[src/rtl/i2s_pkt_framer.sv]
//------------------------------------------------------------------------------
// Module      : i2s_pkt_framer
// Description : Wraps tid-tagged per-channel I2S byte bursts in a 4-byte
//               transport header (sync, src/dst FPGA, channel, sequence) and
//               forwards them as an 8-bit AXI-stream.
//               Optional trailing XOR checksum: I2S_PKT_FRAMER_CHECKSUM_EN.
// Revision    : 1.0 - initial release
//------------------------------------------------------------------------------
`default_nettype none

module i2s_pkt_framer #(
  parameter int         CN        = 16,
  parameter int         MAX_LEN   = 64,
  parameter logic [7:0] SYNC_BYTE = 8'hA5,
  localparam int        IDW       = (CN > 1) ? $clog2(CN) : 1
) (
  input  logic              sys_clk,
  input  logic              rst,
  input  logic [7:0]        s_axis_tdata,
  input  logic              s_axis_tvalid,
  output logic              s_axis_tready,
  input  logic              s_axis_tlast,
  input  logic [IDW-1:0]    s_axis_tid,
  output logic [7:0]        m_axis_tdata,
  output logic              m_axis_tvalid,
  input  logic              m_axis_tready,
  output logic              m_axis_tlast,
  input  logic [3:0]        i_src_fpga_index,
  input  logic [4*CN-1:0]   i_dst_fpga_index,
  output logic [15:0]       o_trunc_count,
  output logic              o_busy
);

  localparam logic [7:0] c_len_last = 8'(MAX_LEN - 1);

  typedef enum logic [2:0] {
    ST_IDLE    = 3'd0,
    ST_HDR     = 3'd1,
    ST_PAYLOAD = 3'd2,
    ST_DROP    = 3'd3,
    ST_CSUM    = 3'd4
  } state_t;

  state_t         r_state;
  state_t         w_next_state;
  logic [IDW-1:0] r_ch;
  logic [3:0]     r_src;
  logic [3:0]     r_dst;
  logic [1:0]     r_hidx;
  logic [7:0]     r_hdr_byte;
  logic [7:0]     r_len;
  logic [15:0]    r_trunc_count;
  logic [7:0]     r_seq [CN];
  logic [3:0]     w_dst_sel;
  logic           w_len_last;
  logic           w_pay_xfer;

  assign w_dst_sel  = i_dst_fpga_index[{s_axis_tid, 2'b00} +: 4];
  assign w_len_last = (r_len == c_len_last);
  assign w_pay_xfer = (r_state == ST_PAYLOAD) && s_axis_tvalid && m_axis_tready;

  assign o_busy        = (r_state != ST_IDLE);
  assign o_trunc_count = r_trunc_count;

`ifdef I2S_PKT_FRAMER_CHECKSUM_EN
  logic [7:0] r_csum;
  logic       r_trunc_pend;

  // Accumulator is cleared as the last header byte leaves, so it only covers payload.
  always_ff @(posedge sys_clk) begin
    if (rst) begin
      r_csum       <= 8'h00;
      r_trunc_pend <= 1'b0;
    end else if (r_state == ST_HDR && m_axis_tready && r_hidx == 2'd3) begin
      r_csum       <= 8'h00;
      r_trunc_pend <= 1'b0;
    end else if (w_pay_xfer) begin
      r_csum <= r_csum ^ s_axis_tdata;
      if (!s_axis_tlast && w_len_last) begin
        r_trunc_pend <= 1'b1;
      end
    end
  end
`endif

  always_ff @(posedge sys_clk) begin
    if (rst) begin
      r_state <= ST_IDLE;
    end else begin
      r_state <= w_next_state;
    end
  end

  always_comb begin
    w_next_state  = r_state;
    s_axis_tready = 1'b0;
    m_axis_tvalid = 1'b0;
    m_axis_tlast  = 1'b0;
    m_axis_tdata  = 8'h00;
    case (r_state)
      ST_IDLE: begin
        if (s_axis_tvalid) begin
          w_next_state = ST_HDR;
        end
      end
      ST_HDR: begin
        m_axis_tvalid = 1'b1;
        m_axis_tdata  = r_hdr_byte;
        if (m_axis_tready && r_hidx == 2'd3) begin
          w_next_state = ST_PAYLOAD;
        end
      end
      ST_PAYLOAD: begin
        m_axis_tdata  = s_axis_tdata;
        m_axis_tvalid = s_axis_tvalid;
        s_axis_tready = m_axis_tready;
`ifdef I2S_PKT_FRAMER_CHECKSUM_EN
        m_axis_tlast  = 1'b0;
        if (w_pay_xfer && (s_axis_tlast || w_len_last)) begin
          w_next_state = ST_CSUM;
        end
`else
        m_axis_tlast  = s_axis_tlast | w_len_last;
        if (w_pay_xfer) begin
          if (s_axis_tlast) begin
            w_next_state = ST_IDLE;
          end else if (w_len_last) begin
            w_next_state = ST_DROP;
          end
        end
`endif
      end
      ST_DROP: begin
        s_axis_tready = 1'b1;
        if (s_axis_tvalid && s_axis_tlast) begin
          w_next_state = ST_IDLE;
        end
      end
`ifdef I2S_PKT_FRAMER_CHECKSUM_EN
      ST_CSUM: begin
        m_axis_tvalid = 1'b1;
        m_axis_tlast  = 1'b1;
        m_axis_tdata  = r_csum;
        if (m_axis_tready) begin
          w_next_state = r_trunc_pend ? ST_DROP : ST_IDLE;
        end
      end
`endif
      default: begin
        w_next_state = ST_IDLE;
      end
    endcase
  end

  // Header byte is registered one step ahead so it stays stable under backpressure.
  always_ff @(posedge sys_clk) begin
    if (rst) begin
      r_ch          <= '0;
      r_src         <= 4'h0;
      r_dst         <= 4'h0;
      r_hidx        <= 2'd0;
      r_hdr_byte    <= 8'h00;
      r_len         <= 8'h00;
      r_trunc_count <= 16'h0000;
      for (int i = 0; i < CN; i++) begin
        r_seq[i] <= 8'h00;
      end
    end else begin
      case (r_state)
        ST_IDLE: begin
          if (s_axis_tvalid) begin
            r_ch       <= s_axis_tid;
            r_src      <= i_src_fpga_index;
            r_dst      <= w_dst_sel;
            r_hidx     <= 2'd0;
            r_hdr_byte <= SYNC_BYTE;
          end
        end
        ST_HDR: begin
          if (m_axis_tready) begin
            r_hidx <= r_hidx + 2'd1;
            case (r_hidx)
              2'd0: r_hdr_byte <= {r_src, r_dst};
              2'd1: r_hdr_byte <= 8'(r_ch);
              2'd2: r_hdr_byte <= r_seq[r_ch];
              default: begin
                r_seq[r_ch] <= r_seq[r_ch] + 8'd1;
                r_len       <= 8'h00;
              end
            endcase
          end
        end
        ST_PAYLOAD: begin
          if (w_pay_xfer) begin
            r_len <= r_len + 8'd1;
            if (!s_axis_tlast && w_len_last && r_trunc_count != 16'hFFFF) begin
              r_trunc_count <= r_trunc_count + 16'd1;
            end
          end
        end
        default: begin
        end
      endcase
    end
  end

endmodule

`default_nettype wire

[config.mk]
export PLATFORM = sky130hd
export DESIGN_NAME = i2s_pkt_framer
export DESIGN_NICKNAME = d
export VERILOG_FILES = /design/src/rtl/i2s_pkt_framer.sv
export SDC_FILE = /design/constraint.sdc
export NUM_CORES = 1
export LEC_CHECK = 0
export BUFFER_PORTS_ARGS = -buffer_cell sky130_fd_sc_hd__buf_2
export CAP_MARGIN = 15
export CORE_UTILIZATION = 45
export DETAILED_ROUTE_END_ITERATION = 10
export PLACE_DENSITY = 0.67
export SKIP_CTS_REPAIR_TIMING = 1
export SLEW_MARGIN = 20
export SYNTH_ARGS = -nofsm -noshare
export SYNTH_HDL_FRONTEND = slang
export SYNTH_SLANG_ARGS = --single-unit
[constraint.sdc]
create_clock -name sys_clk -period 4.94 [get_ports sys_clk]
set_input_delay 0 -clock sys_clk [delete_from_list [all_inputs] [get_ports sys_clk]]
set_output_delay 0 -clock sys_clk [all_outputs]
set_load 0.01 [all_outputs]
Yosys cells after proc, flatten, opt, wreduce, memory -nomap -nowiden
Memories as Yosys holds them, arrays and structs flattened. A register that Yosys moved wholly into a read port is not among the register bits.
Cells that the tools add are included.
{ "word_totals": {"ff_bits": 49, "latch_bits": 0, "ram_bits": 128, "mem_bits_ro": 0, "in_bits": 85, "output_inout_bits": 28, "word_cells": 85, "mem_count": 1} }
{ "op_classes": {"addsub": 4, "multipliers": 0, "div_mod_pow": 0, "magnitude_cmp": 0, "eq_ne": 16, "n_shift": 1, "n_mux": 34, "bitwise": 1, "reduce_logical": 20} }
{ "memory_table": {"columns": ["memory", "depth", "width", "read_ports", "rd_ports_with_merged_regs", "write_ports", "line", "source"], "rows": [
  ["r_seq", 16, 8, 1, 1, 16, "53", "logic [7:0] r_seq [CN];"]
]} }
{ "op_table": {"columns": ["op", "count"], "rows": [
  ["64-bit by 7-bit variable part select with 4-bit output", 1],
  ["8-bit 2-to-1 mux", 6],
  ["8-bit case mux with 2 select lines", 3],
  ["8-bit case mux with 3 select lines", 1],
  ["3-bit 2-to-1 mux", 6],
  ["16-bit by 1-bit adder with 16-bit output (second input constant)", 1],
  ["8-bit by 1-bit adder with 8-bit output (second input constant)", 2],
  ["16-bit != test (second input constant)", 1],
  ["4-bit 2-to-1 mux", 3],
  ["2-bit != test (second input constant)", 6],
  ["3-bit case mux with 4 select lines", 1],
  ["1-bit 2-to-1 mux", 9],
  ["8-bit by 6-bit == test with 1-bit output (second input constant)", 1],
  ["4-bit AND reduction", 2],
  ["8-bit OR reduction", 1],
  ["3-bit by 2-bit == test with 1-bit output (second input constant)", 2],
  ["1-bit logical AND", 6],
  ["3-bit AND reduction", 2],
  ["5-bit AND reduction", 1],
  ["2-bit == test (second input constant)", 2],
  ["2-bit 2-to-1 mux", 2],
  ["4-bit != test (second input constant)", 1],
  ["1-bit case mux with 2 select lines", 2],
  ["2-bit case mux with 2 select lines", 1],
  ["12 further kinds", 13]
]} }

Longest topological paths before layout
Gate-level depths: netlist of the first run.
{ "depth": {"depth_word": 9, "mapped_depth": 13, "mapped_depth_nobuf": 8} }

Worst setup path before layout of the first run
No wires, ideal clock.
{ "synth_path": {"path_type": "reg2reg", "start": "reg (tool-made name)", "end": "mem r_seq[13][4], data pin", "setup_ns": 0.265, "arrival_ns": 2.773, "required_ns": 4.675, "setup_slack_ns": 1.902, "path_stages_with_launch": 14, "n_path_buf": 5, "synth_period_minus_slack_ns": 3.038, "cell_sequence": "dfxtp_1 > buf_6 > buf_4 > mux4_2 > a22oi_1 > nand2_1 > buf_2 > buf_1 > ha_1 > inv_1 > nor3_1 > xnor2_1 > buf_2 > nor2_1"} }
{ "synth_lines": {"columns": ["element", "line"], "rows": [
  ["end, declared", "53"]
]} }

==> results of run 1 <==
==> per-stage QoR <==
step | util | std cells
global route | 0.5415 | 1121
floorplan | - | 746
finish | 0.5415 | 1121
CTS | 0.5373 | 1113
detailed placement | 0.5060 | 1081
global placement | 0.5058 | 1081
==> worst max path at each step <==
stage	endpoint	depth (start not counted)	slack, ns
floorplan	r_seq[13][4]	13	1.90
global placement	r_seq[14][6]	7	1.21
detailed placement	r_seq[14][6]	7	1.26
CTS	r_seq[14][6]	7	1.25
global route	r_seq[14][6]	7	1.05
finish	r_seq[14][6]	7	1.27
==> cells in the mapped netlist, drive strengths merged (3+ instances only) <==
cell type | instances | area share
a21oi | 71 | 0.045
a22oi | 21 | 0.018
a311oi | 4 | 0.0040
and2 | 5 | 0.0035
and3 | 5 | 0.0035
and4 | 5 | 0.0050
buf | 18 | 0.013
clkbuf | 35 | 0.015
dfxtp | 52 | 0.12
edfxtp | 128 | 0.44
ha | 12 | 0.017
inv | 9 | 0.0038
mux4 | 53 | 0.14
nand2 | 71 | 0.030
nand2b | 20 | 0.014
nand3 | 21 | 0.012
nand4 | 11 | 0.0078
nor2 | 118 | 0.050
nor2b | 16 | 0.011
nor3 | 4 | 0.0023
o21a | 3 | 0.0026
o21ai | 15 | 0.0085
or3 | 6 | 0.0043
xnor2 | 9 | 0.0089
xor2 | 13 | 0.013
==> logic make-up after synthesis <==
family                     synth area share
AOI/OAI and AO/OA                   0.08887
buffers and inverters               0.03175
adders and majority gates           0.01701
xor gates and xnor gates            0.02183
DFF                                  0.5534
muxes                                0.1364
and+or+nand+nor                      0.1508
==> registers in the layout, summed over array words and instances, names as in the netlist, named ones only <==
signal and cells:
r_src 4, r_dst 4, r_hidx 2, r_ch 4
r_len 8, r_hdr_byte 8, r_seq 128, r_state 2
o_trunc_count 16
==> layout by cell type, fill, tap and decap left out, types with 11 or more instances in the layout <==
| cell type | netlist | routed |
|---|---|---|
| edfxtp_1 | 128 | 128 |
| clkbuf_16 | 0 | 17 |
| nor2_1 | 118 | 118 |
| o21ai_0 | 12 | 12 |
| a22oi_1 | 21 | 21 |
| xor2_1 | 13 | 13 |
| mux4_2 | 53 | 53 |
| nand4_1 | 11 | 11 |
| buf_2 | 11 | 112 |
| a21oi_1 | 61 | 61 |
| nor2b_1 | 16 | 16 |
| ha_1 | 12 | 12 |
| buf_4 | 2 | 16 |
| nand3_1 | 21 | 21 |
| nand2b_1 | 20 | 20 |
| dfxtp_1 | 52 | 51 |
| nand2_1 | 71 | 71 |
==> tightest hold or removal path: stages <==
cell	delay, ns
buf_2	0.22
nand2_1	0.10
a21oi_1	0.08
==> final cells by class <==
class                           count  area share
Sequential cell                   180      0.4760
Inverter                            9    0.003291
Tap cell                          260     0.03169
Clock buffer                       17     0.04144
Clock inverter                     15     0.01633
Multi-Input combinational cell    504      0.3571
Timing Repair Buffer              136     0.07411
==> layer usage <==
metal / vias up / GRT usage / wire length, µm
met1: 3197 / 0.3119 / 9284
met3: 14 / 0.05013 / 1285
met2: 227 / 0.3700 / 10820
li1: 2963 / - / -
met5: - / 0 / 0
met4: 0 / 0.04244 / 141
==> power by group through the flow <==
stage          combinational (mW)  sequential, mW  clock (mW)
2_1_floorplan               0.673            1.76           0
3_3_place_gp                0.916            1.81           0
3_5_place_dp                0.924            1.81           0
4_1_cts                     0.928            1.78        1.38
5_1_grt                      1.02            1.79        1.44
6_report                    0.936            1.78        1.36
==> impl_metrics.csv, run 1 <==
group,metric,value,unit
outcome,outcome,"completed",
min_path,hold_depth,3,
power_and_ir_drop,powerDensity,396.7,nW/µm²
worst_setup_path,crit_buf_inv,1,
detailed_routing,first_pass_iters,5,
timing,worst_pin_slew,1.153,ns
global_routing,antenna_found_initial,0,
layout,fill_cells,1597,
worst_setup_path,crit_fanout,21,
synth,synth_seq_cells,180,
timing,setup_viol,0,
timing,slew_headroom,0.2206,
synth,synthesis.area,8827,µm²
synth,synth_top_flop_cell,"edfxtp_1",
floorplanning,die_area,20180,µm²
worst_setup_path,path_cells,"mux4_2 > a22oi_1 > nand2_1 > ha_1 > inv_1 > or3_1 > a21oi_1",
timing,slew_viol_final,0,
floorplanning,rows,50,
worst_setup_path,startpoint_type,"flop",
clock_network,cts.clk_slew.worst_paths,0.07,ns
worst_setup_path,arrival,3.81,ns
layout,multi_input_area,3666,µm²
layout,area_growth,16.29,%
power_and_ir_drop,p_int,2.763,mW
detailed_routing,via_count,6401,
placement,dp_hpwl,14810,µm
layout,nets,945,
clock_network,htreeDepth,4,
synth,synth.distinct_cells,47,
timing,finalClockSkew,0.01477,ns
timing,layout_min_cycle_time,3.669,ns
synth,syn_nets,843,
floorplanning,start_util,0.4657,
floorplanning,core,18960,µm²
global_routing,grt_pass1_wl,34390,µm
detailed_routing,routed_wl,21530,µm
synth,yosys_warnings,0,
power_and_ir_drop,seqPwrFrac,0.436,
worst_setup_path,r2r_end,"r_seq[14][6]",
detailed_routing,drtIter0Drc,409,
flow_run,max_cap_violations,0,
global_routing,overflow,0,
timing,worst_slack,1.271,ns
worst_setup_path,crit_type,"reg2reg",
worst_setup_path,cp_top_family,"simple AND/OR/NAND/NOR gates",
detailed_routing,post_drt_wl_per_cell,19.20,µm
global_routing,grt_usage,0.2263,
layout,final_area,10260,µm²
min_path,min-delay-start,"s_axis_tid[1]",
power_and_ir_drop,switching_share,0.3216,
layout,antenna_cells,0,
clock_network,cts_num_sinks,180,
synth,ys_seq_area_frac,0.5534,
floorplanning,io_pins,113,
worst_setup_path,required,5.08,ns
worst_setup_path,reg2regPathDepth,7,
power_and_ir_drop,combinationalPowerShare,0.230,
power_and_ir_drop,leakagePower,3.774,nW
timing,rsz0062_at_grt,"false",
power_and_ir_drop,total_power,4.072,mW
worst_setup_path,slowest_delay,0.71,ns
timing,hold_viol_final,0,
detailed_routing,ant_nets,0,
power_and_ir_drop,clkPwrFrac,0.334,
clock_network,clk_latency,0.44,ns
placement,io_buffers,112,
layout,area.sequential,4886,µm²
synth,async_reset_ff_frac,0,
synth,syn_inst,746,
placement,dp_slack,1.255,ns
worst_setup_path,critPathSlowestCell,"dfxtp_2",
floorplanning,die_height,142.1,µm
global_routing,grt_pass1_vias,6251,
worst_setup_path,end_kind,"flop",
clock_network,root_buffer,"clkbuf_16",
detailed_routing,vias_per_cell,5.710,
clock_network,numCtsBuffers,17,
synth,synth_area_per_cell,11.83,µm²
global_routing,grt_max_degree,60,
synth,synth-edff-count,128,
power_and_ir_drop,p_sw,1.309,mW
clock_network,cts_buffer_depth,2,
min_path,min_path_type,"in2reg",
clock_network,cts_tree,"done",
power_and_ir_drop,ir_worst_vdd,216.0,µV
layout,drive_gt1_frac,0.2636,
worst_setup_path,r2r_slack,1.27,ns
floorplanning,die_w,142.1,µm
timing,fmax,272.6,MHz
placement,gp_congestion,0.8972,
placement,place_area,9592,µm²
detailed_routing,route.detailed.drc,0,
timing,whs,0.03397,ns
timing,period_share,0.7426,
timing,finalSetupTns,0,ns
Power figures use the tool's default switching activity.
==> inputs of run 2 (changes only) <==
- clock period: 4.94 -> 3.4 ns (I/O delays scaled with it)
==> run 2 against run 1 <==
Compared with the run above: register-to-register slack lost 0.82 ns; cell area grew 0.48%; the run now ends with hold timing left; sequential power grew 43%; fmax grew 24%; via count grew 0.42%; sequential share of layout area shrank 0.23 points; clock power grew 36%.
==> impl_metrics.csv, run 2 (synthesized netlist as in run 1, its figures left out) <==
group,metric,value,unit
clock_network,root_buffer,"clkbuf_16",
worst_setup_path,arrival,3.10,ns
worst_setup_path,crit_type,"reg2reg",
outcome,violations,"hold timing",
worst_setup_path,slowest_delay,0.59,ns
power_and_ir_drop,switching_share,0.3170,
timing,worst_pin_slew,0.8398,ns
placement,gp_congestion,0.9648,
layout,antenna_cells,0,
global_routing,overflow,0,
flow_run,max_cap_violations,0,
outcome,outcome,"complete, but fails checks",
worst_setup_path,crit_buf_inv,2,
power_and_ir_drop,combinationalPowerShare,0.242,
power_and_ir_drop,clkPwrFrac,0.319,
detailed_routing,ant_nets,0,
worst_setup_path,startpoint_type,"flop",
worst_setup_path,crit_fanout,16,
floorplanning,die_w,142.1,µm
floorplanning,core,18960,µm²
detailed_routing,first_pass_iters,5,
placement,dpl.cell_count,1093,
worst_setup_path,cp_top_family,"simple AND/OR/NAND/NOR gates",
clock_network,cts_tree,"done",
placement,dp_slack,0.5149,ns
power_and_ir_drop,total_power,5.813,mW
timing,finalClockSkew,0.01017,ns
detailed_routing,via_count,6428,
worst_setup_path,critPathSlowestCell,"or3_1",
timing,period_share,0.8685,
layout,post-route-util,0.5441,
layout,final_cell_mix,"128 x edfxtp_1, 118 x nor2_1, 112 x buf_2",
power_and_ir_drop,seqPwrFrac,0.439,
layout,drive_gt1_frac,0.2718,
timing,rsz0062_at_grt,"false",
detailed_routing,routed_wl,21350,µm
timing,slew_viol_final,0,
timing,worst_slack,0.4470,ns
worst_setup_path,required,3.55,ns
detailed_routing,drtIter0Drc,514,
global_routing,grt_pass1_wl,33380,µm
clock_network,clk_latency,0.44,ns
global_routing,antenna_found_initial,0,
detailed_routing,post_drt_wl_per_cell,18.86,µm
layout,largest_reg_flops,128,
min_path,min_path_type,"in2reg",
power_and_ir_drop,p_int,3.971,mW
placement,place_area,9703,µm²
timing,hold_viol_final,2,
global_routing,grt_usage,0.2209,
clock_network,htreeDepth,4,
global_routing,grt_max_degree,60,
timing,finalSetupTns,0,ns
floorplanning,start_util,0.4657,
power_and_ir_drop,p_sw,1.843,mW
power_and_ir_drop,leakagePower,3.824,nW
timing,layout_min_cycle_time,2.953,ns
placement,dp_hpwl,14810,µm
timing,whs,-0.003571,ns
timing,slew_headroom,0.4364,
floorplanning,die_area,20180,µm²
power_and_ir_drop,ir_worst_vdd,365.4,µV
clock_network,numCtsBuffers,17,
layout,top_register,"r_seq",
layout,nets,956,
worst_setup_path,end_kind,"flop",
clock_network,cts_num_sinks,180,
clock_network,cts.clk_slew.worst_paths,0.07,ns
clock_network,cts_buffer_depth,2,
layout,final_common_cell,"edfxtp_1",
floorplanning,rows,50,
power_and_ir_drop,powerDensity,563.7,nW/µm²
worst_setup_path,path_cells,"buf_4 > mux4_2 > a22oi_1 > nand2_1 > ha_1 > inv_1 > or3_1 > a21oi_1",
layout,finalNonFillerCells,1132,
placement,io_buffers,112,
timing,fmax,338.6,MHz
timing,setup_viol,0,
global_routing,grt_pass1_vias,6210,
layout,final_area,10310,µm²
layout,area_growth,16.84,%
detailed_routing,route.detailed.drc,0,
detailed_routing,vias_per_cell,5.678,
floorplanning,io_pins,113,
layout,fill_cells,1623,
floorplanning,die_height,142.1,µm
## run 2: cell count changes in the layout (fill, tap and decap cells not counted), sizes merged
| cell | previous run | this run |
|---|---|---|
| clkbuf | 17 | 19 |
| clkinv | 4 | 5 |
| bufinv | 1 | 0 |
| dlygate4sd3 | 8 | 7 |
| clkinvlp | 2 | 0 |
| buf | 128 | 140 |
## run 2: final cells by class
cell class / count / area (µm²) / area share
repair buffers: 147 / 865.8 / 0.08395
well taps: 260 / 325.3 / 0.03154
flip-flops and latches: 180 / 4886 / 0.4737
multi-input cells: 504 / 3662 / 0.3551
clock buffers: 19 / 442.9 / 0.04295
inverters: 9 / 33.78 / 0.003276
clock inverters: 13 / 97.59 / 0.009463
## run 2: final timing paths
kind / start / endpoint / slack, ns / cells past startpoint
hold / removal: s_axis_tid[2] / r_ch[2] / -0.004 / 3
setup reg to reg: flop / r_seq[2][6] / 0.45 / 8
setup / recovery: flop / r_seq[2][6] / 0.45 / 8
hold reg to reg: r_src[2] / r_src[2] / 0.46 / 2
## run 2: worst register-to-register path, delay by kind of cell (launching register included)
family | cells | cell delay [ns]
DFF | 1 | 0.35
muxes | 1 | 0.53
and+or+nand+nor | 2 | 0.76
AOI/OAI and AO/OA | 2 | 0.46
buffers and inverters | 2 | 0.33
adders and majority gates | 1 | 0.23
## run 2: power groups by stage
stage	Clock [mW]	Sequential (mW)	Combinational, mW
global route	1.96	2.56	1.54
CTS	1.87	2.55	1.40
floorplan	0	2.56	0.978
detailed placement	0	2.60	1.39
finish	1.85	2.55	1.41
global placement	0	2.59	1.37
## run 2: layer usage
layer  GRT usage  vias up  part of all wire
met5           0        -                 0
met4     0.08942        0             0.026
met3     0.04542       38             0.063
met2      0.3493      246              0.48
met1      0.2984     3158              0.43
li1            -     2986                 -
